### config.mk
export PLATFORM = sky130hd
export DESIGN_NAME = ram_arbiter
export DESIGN_NICKNAME = d
export VERILOG_FILES = /design/src/rtl/ram_arb_pkg.sv /design/src/rtl/rr_arbiter_2.sv /design/src/rtl/ram_arbiter.sv
export SDC_FILE = /design/constraint.sdc
export NUM_CORES = 1
export LEC_CHECK = 0
export ABC_AREA = 1
export ABC_CLOCK_PERIOD_IN_PS = 1400
export CORE_MARGIN = 5
export CORE_UTILIZATION = 30
export CTS_CLUSTER_SIZE = 16
export DETAILED_ROUTE_END_ITERATION = 7
export PLACE_DENSITY = 0.89
export SETUP_SLACK_MARGIN = 0.5
export SLEW_MARGIN = 10
export SYNTH_ARGS = -nofsm -noshare
export SYNTH_HDL_FRONTEND = slang
export SYNTH_SLANG_ARGS = --single-unit
### constraint.sdc
create_clock -name i_clk -period 1.4 [get_ports i_clk]
set_clock_uncertainty 0.1 [all_clocks]
set_input_delay 0.28 -clock i_clk [delete_from_list [all_inputs] [get_ports i_clk]]
set_output_delay 0.28 -clock i_clk [all_outputs]
set_load 0.05 [all_outputs]
### src/rtl/ram_arb_pkg.sv
// rtl/ram_arb_pkg.sv - shared types and defaults for the two-port RAM arbiter
//
// Purpose: default RAM geometry, requester ids and the request record used by
//          ram_arbiter and rr_arbiter_2.
// Ports:   none (package)
package ram_arb_pkg;

  localparam int ADDR_W_DEF = 8;
  localparam int DATA_W_DEF = 8;

  typedef enum logic {
    REQ_A = 1'b0,
    REQ_B = 1'b1
  } req_id_e;

  typedef struct packed {
    logic [ADDR_W_DEF-1:0] addr;
    logic [DATA_W_DEF-1:0] data;
    logic                  write;
  } ram_req_t;

  // Map a 2-bit one-hot grant to the requester id (B only when bit 1 is set).
  function automatic req_id_e gnt_to_id(input logic [1:0] gnt);
    return gnt[1] ? REQ_B : REQ_A;
  endfunction

endpackage

### src/rtl/rr_arbiter_2.sv
// rtl/rr_arbiter_2.sv - two-requester arbiter, round-robin or fixed priority
//
// Purpose: picks at most one of two requests per cycle.
// Ports:
//   i_clk    clock
//   i_rst    synchronous active-high reset (forces grant to 0, pointer to A)
//   i_req    request bits, [0] = A, [1] = B
//   o_gnt    one-hot grant (combinational)
module rr_arbiter_2 #(
  parameter bit FIXED_PRIO = 1'b0
) (
  input  logic       i_clk,
  input  logic       i_rst,
  input  logic [1:0] i_req,
  output logic [1:0] o_gnt
);

  // ptr_q names the favoured requester on contention: 0 = A, 1 = B.
  logic ptr_q, ptr_d;

  always_comb begin
    o_gnt = 2'b00;
    ptr_d = ptr_q;
    if (!i_rst) begin
      if (i_req == 2'b11) begin
        // Contended: winner by pointer (or A when fixed), pointer moves to loser.
        if (FIXED_PRIO || !ptr_q) begin
          o_gnt = 2'b01;
          ptr_d = 1'b1;
        end else begin
          o_gnt = 2'b10;
          ptr_d = 1'b0;
        end
      end else begin
        o_gnt = i_req;
      end
    end
  end

  always_ff @(posedge i_clk) begin
    if (i_rst) begin
      ptr_q <= 1'b0;
    end else begin
      ptr_q <= ptr_d;
    end
  end

endmodule

### src/rtl/ram_arbiter.sv
// rtl/ram_arbiter.sv - shares one single-port RAM between fetch (A) and load/store (B)
//
// Purpose: grants one requester per cycle onto the RAM port and routes the
//          one-cycle-late read data back to the requester that issued the read.
// Ports:
//   i_clk, i_rst                       clock, synchronous active-high reset
//   i_a_* / i_b_*                      requester address, write data, write, valid
//   o_a_ready / o_b_ready              request accepted this cycle
//   o_a_rsp_data / o_b_rsp_data        read data (held between responses)
//   o_a_rsp_valid / o_b_rsp_valid      one-cycle read data valid
//   o_ram_addr/data/write/valid        RAM request port
//   i_ram_rsp_data                     RAM registered read data
module ram_arbiter
  import ram_arb_pkg::*;
#(
  parameter int ADDR_W     = ADDR_W_DEF,
  parameter int DATA_W     = DATA_W_DEF,
  parameter int FIXED_PRIO = 0
) (
  input  logic              i_clk,
  input  logic              i_rst,
  input  logic [ADDR_W-1:0] i_a_addr,
  input  logic [DATA_W-1:0] i_a_data,
  input  logic              i_a_write,
  input  logic              i_a_valid,
  output logic              o_a_ready,
  output logic [DATA_W-1:0] o_a_rsp_data,
  output logic              o_a_rsp_valid,
  input  logic [ADDR_W-1:0] i_b_addr,
  input  logic [DATA_W-1:0] i_b_data,
  input  logic              i_b_write,
  input  logic              i_b_valid,
  output logic              o_b_ready,
  output logic [DATA_W-1:0] o_b_rsp_data,
  output logic              o_b_rsp_valid,
  output logic [ADDR_W-1:0] o_ram_addr,
  output logic [DATA_W-1:0] o_ram_data,
  output logic              o_ram_write,
  output logic              o_ram_valid,
  input  logic [DATA_W-1:0] i_ram_rsp_data
);

  logic [1:0]        gnt;
  logic              pend_valid_q, pend_valid_d;
  req_id_e           pend_id_q, pend_id_d;
  logic [DATA_W-1:0] a_data_q, b_data_q;
  logic              a_hit, b_hit;

  rr_arbiter_2 #(
    .FIXED_PRIO (FIXED_PRIO != 0)
  ) u_arb (
    .i_clk (i_clk),
    .i_rst (i_rst),
    .i_req ({i_b_valid, i_a_valid}),
    .o_gnt (gnt)
  );

  assign o_a_ready   = gnt[0];
  assign o_b_ready   = gnt[1];
  assign o_ram_valid = |gnt;

  always_comb begin
    o_ram_addr  = '0;
    o_ram_data  = '0;
    o_ram_write = 1'b0;
    if (gnt[0]) begin
      o_ram_addr  = i_a_addr;
      o_ram_data  = i_a_data;
      o_ram_write = i_a_write;
    end else if (gnt[1]) begin
      o_ram_addr  = i_b_addr;
      o_ram_data  = i_b_data;
      o_ram_write = i_b_write;
    end
  end

  // Only reads leave a response pending; writes complete in the grant cycle.
  assign pend_valid_d = o_ram_valid & ~o_ram_write;
  assign pend_id_d    = gnt_to_id(gnt);

  assign a_hit = ~i_rst & pend_valid_q & (pend_id_q == REQ_A);
  assign b_hit = ~i_rst & pend_valid_q & (pend_id_q == REQ_B);

  assign o_a_rsp_valid = a_hit;
  assign o_b_rsp_valid = b_hit;

  // RAM data is forwarded in the response cycle and captured so it holds afterwards.
  assign o_a_rsp_data = i_rst ? '0 : (a_hit ? i_ram_rsp_data : a_data_q);
  assign o_b_rsp_data = i_rst ? '0 : (b_hit ? i_ram_rsp_data : b_data_q);

  always_ff @(posedge i_clk) begin
    if (i_rst) begin
      pend_valid_q <= 1'b0;
      pend_id_q    <= REQ_A;
      a_data_q     <= '0;
      b_data_q     <= '0;
    end else begin
      pend_valid_q <= pend_valid_d;
      pend_id_q    <= pend_id_d;
      if (a_hit) a_data_q <= i_ram_rsp_data;
      if (b_hit) b_data_q <= i_ram_rsp_data;
    end
  end

endmodule

==> impl_results.md, run 1 <==
* Syn Inst Count at ~140
* Cts repair resizes at 120
* Area of the mapped netlist at roughly 930 um2
* Starting Density at 0.3100
* Ranking of synthesized cells by area: dfxtp_1 41%, nand2_1 21%, nand3_1 9.7%
* Clk Tree Root Cell: clkbuf_4
* Buffers on Ports at slightly above 80
* Synth area leader: dfxtp_1
* Number of synthesized flops with an enable pin at 0
* Top-count cell post-synth: nand2_1
* Post-synthesis async set-or-reset flop share at 0
* Die Y at around 66 um
* Part of the Yosys area used for sequential elements at 0.4086
* Post-DP HPWL at approximately 4.1 mm
* CTS Buffer Depth at 2
* Outcome: stopped before the end
* Cell Rows at 20
* Syn Nets at between 150 and 200
* Ys flop type: dfxtp_1
* Hold Buf Count CTS at 0
* Share of the synthesized area in the top cell type at 0.4086
* CTS H-tree depth at 1
* CTS Buf Count at 3
* Failed at: clock tree synthesis
* IO Count at 84
* Clk sinks at 19
* Die Width at about 66 um
* Pre-CTS setup slack at -0.6358 ns
* Placer Congestion at between 0.7 and 0.8
* Register bit total from synthesis at 19
* Avg Synthesized Cell Area at ~6.7 um2
* Postcts setup bufs at 12
* Syn. warnings at 0
* Synth unique cells at 17
* Most frequent cells after synthesis: 52 x nand2_1, 19 x dfxtp_1, 18 x nand3_1, 16 x o21ai_1, 15 x inv_1
* Tool Error: [ERROR DPL-0038] Utilization greater than 100%, impossible to legalize
## cells by family after synthesis
family	synth area share
and+or+nand+nor	0.3629
buffers and inverters	0.1317
DFF	0.4086
AOI/OAI and AO/OA	0.09677
## metrics by stage
stage	cells	area [um2]
floorplan	138	1398
global placement	273	2750
detailed placement	273	2750
==> run 2, diff against run 1 <==
- CORE_UTILIZATION: 30 -> 20
- CTS_CLUSTER_SIZE: 16 -> not set
- PLACE_DENSITY: 0.89 -> not set
- PLACE_DENSITY_LB_ADDON: not set -> 0.15
- SETUP_SLACK_MARGIN: 0.5 -> not set
==> impl_results.md, run 2 <==
* Leak at 1.220 nW
* Register bit total from synthesis at 19 (unchanged)
* Dpl cell area at 2555 um2 (-7.1%)
* Worst EP arrival at 1.25 ns
* Final WS setup at -0.2349 ns
* Cell Rows at 24 (+20%)
* CTS Buf Count at 3 (unchanged)
* Clock-pin slew on the worst setup and hold paths at 0.08 ns
* Die Y at 78.23 um (+19%)
* Max Transition Viols Final at 0
* Part of the Yosys area used for sequential elements at 0.4086 (unchanged)
* Gate power share at 0.498
* Avg WL per Cell at 13.76 um
* Net Sw Frac at 0.3568
* Endpoints failing setup at 37
* Die area at between 6000 and 7000 um2
* Critical path required time at 1.02 ns
* Starting Density at 0.2095 (-0.1005)
* Switching pwr at about 690 uW
* Buffers on Ports at 83 (unchanged)
* Synth unique cells at 17 (unchanged)
* Core Footprint at between 4000 and 5000 um2
* Clock latency on the worst-skew pair at 0.25 ns
* Worst hold path class: in -> reg
* Final hold viol count at 0
* First-pass GRT wire length at between 6 and 7 mm
* Clock share of power at 0.198
* Remaining antenna violation count after routing at 0
* Drt via density at between 4 and 5
* Synth area leader: dfxtp_1
* Clk sinks at 19 (unchanged)
* Crit path max fanout at 8
* Relative slew slack at 0.8716
* CTS H-tree depth at 1 (unchanged)
* Fin crit period at roughly 1.6 ns
* Most frequent cells after synthesis: 52 x nand2_1, 19 x dfxtp_1, 18 x nand3_1, 16 x o21ai_1, 15 x inv_1
* Ranking of synthesized cells by area: dfxtp_1 41%, nand2_1 21%, nand3_1 9.7%
* Setup TNS at -7.431 ns
* Ys flop type: dfxtp_1
* ANT cells at 0
* Number of synthesized flops with an enable pin at 0 (unchanged)
* RSZ-0062 raised after global routing: true
* Synth-to-Final Area Change at 216.3%
* Top Registers: a_data_q x8, b_data_q x8
* Most frequent cells in the layout: 42 x clkdlybuf4s50_1, 42 x buf_12, 22 x nand2_1
* Syn. warnings at 0 (unchanged)
* Syn Nets at 184 (unchanged)
* Internal at 1.237 mW
* Crit path launch type: flop
* Die Width at 78.23 um (+19%)
* Overall Global Routing Usage at 0.1235
* Layout Nets at 287
* Post-synthesis async set-or-reset flop share at 0 (unchanged)
* Area of the mapped netlist at 930.9 um2 (unchanged)
* Flop pwr share at 0.303
* Vias in the first global route at roughly 1200
* Post-DP HPWL at 2.921 mm (-29%)
* Syn Inst Count at 138 (unchanged)
* Starting DRC count in detailed routing at 21
* Drt pass-1 iters at 4
* Failing checks: setup timing
* Via count at approximately 1300
* Hold Buf Count CTS at 0 (unchanged)
* IO Count at 84 (unchanged)
* PwrDens at between 600 and 700 nW/um2
* Placer Congestion at 0.7531 (+1.9%)
* Top-count cell post-synth: nand2_1
* Fillcell total at 351
* Critical Setup Path Class: reg -> out
* Worst setup EP type: primary output
* Grt total ovfl at 0
* Worst IR Drop VDD at roughly 0.0006 V
* Design area at approximately 2900 um2
* DRC at 0
* Ratio of cells with drive above 1 in the final layout at 0.6125
* Utilization after layout at 0.6624
* Share of the cycle needed by the critical path after routing at 1.168
* Routed WL at between 4 and 5 mm
* Share of the synthesized area in the top cell type at 0.4086 (unchanged)
* Clk Tree Root Cell: clkbuf_8
* CTS Buffer Depth at 2 (unchanged)
* CTS tree: yes
* Least-Margin Pin Slew at about 0.19 ns
* Outcome: complete, but fails checks
* Pin count of the biggest net entering global routing at 18
* Total of max-cap violations at 0
* Initial antenna violation count at 0
* Max Freq at between 600 and 700 MHz
* Avg Synthesized Cell Area at 6.746 um2 (unchanged)
[run 2: cell counts after synthesis]
Identical to the previous run, type by type.
[run 2: cell families after synthesis]
kind of cell / after synthesis / synth area share
buffers and inverters: 24 / 0.1317
and+or+nand+nor: 77 / 0.3629
AOI/OAI and AO/OA: 18 / 0.09677
DFF: 19 / 0.4086
[run 2: path summary, 6_finish.rpt]
| kind | slack [ns] | start | depth (start not counted) | end |
|---|---|---|---|---|
| setup reg to reg | 0.04 | u_arb.ptr_q$_SDFFE_PP0N_ | 9 | pend_valid_q$_SDFF_PP0_ |
| setup / recovery | -0.23 | u_arb.ptr_q$_SDFFE_PP0N_ | 6 | o_ram_addr[1] |
| hold / removal | 0.1 | i_rst | 2 | u_arb.ptr_q$_SDFFE_PP0N_ |
| hold reg to reg | 0.40 | a_data_q[4]$_DFF_P_ | 2 | a_data_q[4]$_DFF_P_ |
[run 2: timing repair]
| action | in CTS | in global routing |
|---|---|---|
| pin swaps | 4 | 5 |
| gates cloned | 2 | 2 |
| resized for setup | 59 | 35 |
| endpoints found under the setup margin | 39 | 38 |
| setup buffers | 3 | 2 |
[run 2: layer usage]
| layer | vias up | part of all wire | GRT usage |
|---|---|---|---|
| met2 | 61 | 0.48 | 0.2089 |
| li1 | 644 | - | - |
| met3 | 2 | 0.073 | 0.03547 |
| met4 | 0 | 0.0052 | 0.01049 |
| met5 | - | 0 | 0 |
| met1 | 573 | 0.44 | 0.1629 |
[run 2: layout make-up]
cell class | count | area, um2 | area share
clock inverter | 1 | 5.005 | 0.001700
sequential | 19 | 386.6 | 0.1313
inverter | 18 | 95.09 | 0.03230
timing repair inverter | 3 | 31.28 | 0.01062
tap | 52 | 65.06 | 0.02210
multi-input combinational | 95 | 898.4 | 0.3051
clock buffer | 3 | 41.29 | 0.01402
timing repair buffer | 101 | 1421 | 0.4828
[run 2: worst max-delay path: stages (launching register included)]
cell and delay (ns):
dfxtp_2 0.34, nand2_2 0.09, nand3_4 0.14, inv_6 0.13, nand2_1 0.07, nand2_2 0.09, buf_12 0.14
[run 2: through the flow]
| stage | total power, mW | hold slack (ns) | instances | setup slack, ns |
|---|---|---|---|---|
| after global placement | 1.448 | 0.3766 | 279 | -0.5818 |
| final | 1.924 | 0.09979 | 292 | -0.2349 |
| after global routing | 2.013 | 0.08719 | 292 | -0.2996 |
| after floorplan | 1.001 | 0.2491 | 138 | -0.02143 |
| after CTS | 1.904 | 0.1017 | 288 | -0.2751 |
| after detailed placement | 1.453 | 0.3795 | 279 | -0.5833 |
[run 2: power by group through the flow]
stage / Combinational, mW / Sequential [mW] / Clock, mW
floorplan: 0.414 / 0.586 / 0
global placement: 0.860 / 0.589 / 0
detailed placement: 0.865 / 0.588 / 0
CTS: 0.925 / 0.583 / 0.396
global route: 1.00 / 0.587 / 0.426
finish: 0.959 / 0.584 / 0.381
Power figures use the tool's default switching activity.
